File: src/rtl/vend_dispense_sched.sv
// vend_dispense_sched
// Shares one dispenser mechanism (soda motor plus dime hopper) between two
// vending front-ends. It arbitrates round-robin, acknowledges the winner, runs
// the motor pulse and the dime pay-out pulses, then signals completion.
//
// Optional build macro: VEND_COUNT_EN adds the vend_count / dime_count outputs.
//
// Ports:
//   clk           system clock, rising edge
//   reset         asynchronous, active-low reset
//   req[1:0]      vend request per front-end (level)
//   chg0/chg1     change code per front-end: 00 none, 01 one dime, 10 two dimes, 11 none
//   hopper_empty  dime hopper empty sensor (level)
//   ack[1:0]      one-cycle grant pulse to the winning front-end
//   done[1:0]     one-cycle completion pulse to the served front-end
//   soda_motor    soda actuator drive
//   dime_pulse    dime ejector drive
//   busy          high in every state except IDLE
//   hopper_wait   high while stalled for a hopper refill
//   state_dbg     current FSM state encoding
//   vend_count    (VEND_COUNT_EN) completed vends, wraps at 16 bits
//   dime_count    (VEND_COUNT_EN) dimes paid out, wraps at 16 bits
//
// Handshake: a front-end raises req[i] and holds it until it sees ack[i].
// The change code is captured only on the IDLE->GRANT edge. A req seen while
// busy is not queued; it is arbitrated on the next IDLE cycle if still high.
module vend_dispense_sched #(
  parameter int SODA_CYC = 8,
  parameter int DIME_ON  = 4,
  parameter int DIME_GAP = 4,
  parameter int CNT_W    = 8
) (
  input  logic       clk,
  input  logic       reset,
  input  logic [1:0] req,
  input  logic [1:0] chg0,
  input  logic [1:0] chg1,
  input  logic       hopper_empty,
  output logic [1:0] ack,
  output logic [1:0] done,
  output logic       soda_motor,
  output logic       dime_pulse,
  output logic       busy,
  output logic       hopper_wait,
  output logic [2:0] state_dbg
`ifdef VEND_COUNT_EN
  ,
  output logic [15:0] vend_count,
  output logic [15:0] dime_count
`endif
);

  typedef enum logic [2:0] {
    S_IDLE   = 3'd0,
    S_GRANT  = 3'd1,
    S_SODA   = 3'd2,
    S_HWAIT  = 3'd3,
    S_DIME_H = 3'd4,
    S_DIME_L = 3'd5,
    S_DONE   = 3'd6
  } state_t;

  state_t           state, state_d;
  logic             id, id_d;
  logic             last, last_d;   // front-end served most recently
  logic [1:0]       dimes, dimes_d;
  logic [CNT_W-1:0] cnt, cnt_d;
  logic             sel;
  logic             cnt_exp;

  function automatic logic [1:0] dimes_of(input logic [1:0] chg);
    case (chg)
      2'b01:   dimes_of = 2'd1;
      2'b10:   dimes_of = 2'd2;
      default: dimes_of = 2'd0;
    endcase
  endfunction

  // The counter is loaded with the phase length on entry, so the phase ends
  // in the cycle where it reads 1.
  assign cnt_exp = (cnt <= CNT_W'(1));
  // On a tie the front-end not served last wins; reset leaves last=1 so
  // front-end 0 is favoured first.
  assign sel = (req == 2'b11) ? ~last : req[1];

  always_ff @(posedge clk or negedge reset) begin
    if (!reset) begin
      state <= S_IDLE;
      id    <= 1'b0;
      last  <= 1'b1;
      dimes <= 2'd0;
      cnt   <= '0;
    end else begin
      state <= state_d;
      id    <= id_d;
      last  <= last_d;
      dimes <= dimes_d;
      cnt   <= cnt_d;
    end
  end

  always_comb begin
    state_d = state;
    id_d    = id;
    last_d  = last;
    dimes_d = dimes;
    cnt_d   = cnt;
    case (state)
      S_IDLE: begin
        if (req != 2'b00) begin
          id_d    = sel;
          dimes_d = sel ? dimes_of(chg1) : dimes_of(chg0);
          state_d = S_GRANT;
        end
      end
      S_GRANT: begin
        cnt_d   = CNT_W'(SODA_CYC);
        state_d = S_SODA;
      end
      S_SODA, S_DIME_L: begin
        if (cnt_exp) begin
          if (dimes == 2'd0) begin
            state_d = S_DONE;
          end else if (hopper_empty) begin
            state_d = S_HWAIT;
          end else begin
            cnt_d   = CNT_W'(DIME_ON);
            state_d = S_DIME_H;
          end
        end else begin
          cnt_d = cnt - CNT_W'(1);
        end
      end
      S_HWAIT: begin
        if (!hopper_empty) begin
          cnt_d   = CNT_W'(DIME_ON);
          state_d = S_DIME_H;
        end
      end
      S_DIME_H: begin
        if (cnt_exp) begin
          dimes_d = dimes - 2'd1;
          cnt_d   = CNT_W'(DIME_GAP);
          state_d = S_DIME_L;
        end else begin
          cnt_d = cnt - CNT_W'(1);
        end
      end
      S_DONE: begin
        last_d  = id;
        state_d = S_IDLE;
      end
      default: state_d = S_IDLE;
    endcase
  end

  // Moore outputs; unreachable encodings decode to all zeros.
  always_comb begin
    ack         = 2'b00;
    done        = 2'b00;
    soda_motor  = 1'b0;
    dime_pulse  = 1'b0;
    busy        = 1'b0;
    hopper_wait = 1'b0;
    case (state)
      S_GRANT:  begin ack = id ? 2'b10 : 2'b01;  busy = 1'b1; end
      S_SODA:   begin soda_motor = 1'b1;         busy = 1'b1; end
      S_HWAIT:  begin hopper_wait = 1'b1;        busy = 1'b1; end
      S_DIME_H: begin dime_pulse = 1'b1;         busy = 1'b1; end
      S_DIME_L: begin                            busy = 1'b1; end
      S_DONE:   begin done = id ? 2'b10 : 2'b01; busy = 1'b1; end
      default:  begin end
    endcase
  end

  assign state_dbg = state;

`ifdef VEND_COUNT_EN
  always_ff @(posedge clk or negedge reset) begin
    if (!reset) begin
      vend_count <= 16'd0;
      dime_count <= 16'd0;
    end else begin
      if (state == S_DONE) vend_count <= vend_count + 16'd1;
      if (state == S_DIME_H && cnt_exp) dime_count <= dime_count + 16'd1;
    end
  end
`endif

endmodule

File: config.mk
export PLATFORM = sky130hd
export DESIGN_NAME = vend_dispense_sched
export DESIGN_NICKNAME = d
export VERILOG_FILES = /design/src/rtl/vend_dispense_sched.sv
export SDC_FILE = /design/constraint.sdc
export NUM_CORES = 1
export LEC_CHECK = 0
export ABC_AREA = 1
export CORE_MARGIN = 2
export CORE_UTILIZATION = 40
export CTS_CLUSTER_DIAMETER = 100
export DETAILED_ROUTE_END_ITERATION = 6
export GPL_TIMING_DRIVEN = 0
export HOLD_SLACK_MARGIN = 0.06
export PLACE_DENSITY = 0.7
export SLEW_MARGIN = 20
export SYNTH_ARGS = -nofsm -noshare
export SYNTH_HDL_FRONTEND = slang
export SYNTH_SLANG_ARGS = --single-unit
File: constraint.sdc
create_clock -name clk -period 3.64 [get_ports clk]
set_clock_uncertainty 0.05 [all_clocks]
set_input_delay 0.728 -clock clk [delete_from_list [all_inputs] [get_ports clk]]
set_output_delay 0.728 -clock clk [all_outputs]
set_load 0.05 [all_outputs]
==> impl_metrics.ini <==
[run_status]
status = finished clean

[global_routing]
grt_pass1_wl_mm = 4.46
grt-ovfl-total = 0
grt_usage_pct = 17.3
grtUsageMet3_pct = 4.62
grt_pass1_vias = 1043
grt_util_met2_pct = 29.4
grt_antenna_before_repair = 0
grt_max_degree = 16
grt_use_met1_pct = 21.6
top_usage_layer = met2

[min_path]
hold_path_class = flip-flop to flip-flop

[power]
power_leakage_nw = 0.744
p_per_area_nw_per_um2 = 946
max-vdd-ir-drop_uv = 506
power_mw = 1.37

[logic_synthesis]
syn_area_sq_um = 1190
seq_area_frac_synth_pct = 31.7
yosysTopAreaCell = dfrtp_1
ys_types = 25
syn_avg_cell_area_sq_um = 6.46
synthArstFlopShare_pct = 100
synth_area_leaders = dfrtp_1 (29%), nand2_1 (18%), nor2_1 (8.8%)
ys.flop_type = dfrtp_1
synth_top_cell_area_share_pct = 29.5
synth_cells = 184
synth_edf_count = 0
ys_warn_count = 0
ys_seq_elements = 15
syn_nets = 196

[die]
start_util_pct = 42.7
die-width_um = 58.5
row_count = 19
die_h_um = 58.5
coreArea_sq_um = 2780
die-area_sq_um = 3420
io_pins = 20

[flow_run]
maxCapViolCount = 0

[clocking]
clk_pin_slew_ns = 0.10
htreeDepth = 1
cts.sinks = 15
cts_buffers = 3
clk_latency_ns = 0.30
cts_hold_buf = 0
ctsResizeCount = 0
cts_tree = built
post_cts_buffers = 0
cts_buffer_depth = 2
clockRootBuffer = clkbuf_4

[critical_path]
path_class = flip-flop to output port
cp.arrival_ns = 2.03
required_ns = 2.86
endpoint_kind = output port
cp-start-kind = flip-flop
crit_fanout = 6

[detailed_routing]
drtPass1Iterations = 4
wl_mm = 2.67
drt_iter0_markers = 55
antenna_left = 0
avgViaCountPerCell = 4.96
wl_per_cell_um = 11.2
drc = 0
vias = 1181

[sta]
worstMarginPinSlew_ns = 0.710
period_needed_ns = 2.81
drv_slew = 0
finalWorstSetupSlack_ns = 0.827
timing.slew.headroom_pct = 52.5
finalCritPeriodShare_pct = 77.3
setup_viol = 0
fmax_ghz = 0.356
finalHoldViolCount = 0
hold_slack_ns = 0.453
rsz0062_at_grt = no
fin_tns_setup_ns = 0

[cells_and_area]
layout-drive-gt1-share_pct = 11.1
fillers = 285
syn2layout_area_growth_pct = 21.6
fin_util_pct = 52.0
diodes = 0
stdcell_area_sq_um = 1450
fin_nets = 220
fin_cells = 238
multiInputGateArea_sq_um = 687
final_common_cell = nand2_1
mostFrequentLayoutCells = nand2_1 (56), nor2_1 (28), inv_1 (23)
seq_area_sq_um = 377

[placed_design]
port_buffers = 19
dpl_cell_area_sq_um = 1420
placedCellCount = 234
dp_hpwl_mm = 2.10
pre_cts_ws_ns = 1.16
place.gp.congestion = 0.886
[final cells by class]
| cell class | instances | share of cell area, % |
|---|---|---|
| Multi-Input combinational cell | 138 | 47.5 |
| Sequential cell | 15 | 26.1 |
| Timing Repair Buffer | 19 | 13.2 |
| Inverter | 30 | 7.88 |
| Tap cell | 31 | 2.68 |
| Clock buffer | 3 | 1.56 |
| Buffer | 1 | 0.779 |
| Clock inverter | 1 | 0.346 |
[critical path, stage by stage (launching register included)]
cell and delay (ns):
dfrtp_1 0.47, inv_2 0.16, nand3_1 0.16, inv_1 0.13
clkdlybuf4s50_1 0.81
[routing by layer]
metal  routed length, um  share of wire (%)  up-vias
met2                1320                 50       29
li1                    -                  -      618
met4                  29                1.1        0
met3                 123                4.6        4
met1                1190                 45      530
met5                   0                  0        -
[worst paths after layout]
kind / startpoint / to / slack [ns] / cells after the start
setup reg to reg: cnt[0] / cnt[2] / 1.91 / 11
hold / removal: last / last / 0.45 / 2
setup / recovery: state_dbg[2] / hopper_wait / 0.83 / 4
max in group asynchronous: reset / cnt[1] / 2.29 / 1
min in group asynchronous: reset / cnt[5] / 0.80 / 1
hold reg to reg: last / last / 0.45 / 2
[cells in the mapped netlist, types with 2 or more instances]
cell type / n
nand2_1: 56
nor2_1: 28
inv_1: 23
dfrtp_1: 14
nand3_1: 11
a21oi_1: 7
o21ai_0: 7
inv_2: 6
xor2_1: 5
ha_1: 3
nand2_2: 3
o211ai_1: 3
nand2_4: 2
nand3_2: 2
nor3_1: 2
o21ai_1: 2
o22ai_1: 2
[kinds of logic after synthesis]
logic type / Yosys count / synth area share, %
xor gates and xnor gates: 6 / 4.42
buffers and inverters: 31 / 10.5
and+or+nand+nor: 107 / 39.2
adders and majority gates: 3 / 3.16
DFF: 15 / 31.7
AOI/OAI and AO/OA: 22 / 11.1
[power by group]
group          internal, mW  leakage (nW)  switching, mW
registers             0.241         0.190         0.0754
logic                 0.321         0.537          0.629
clock network        0.0410        0.0177         0.0598
[sequential cells by signal (all words and copies together), names as in the netlist]
| signal | count |
|---|---|
| state_dbg | 3 |
| id | 1 |
| dimes | 2 |
| cnt | 8 |
| last | 1 |
Power figures use the tool's default switching activity.
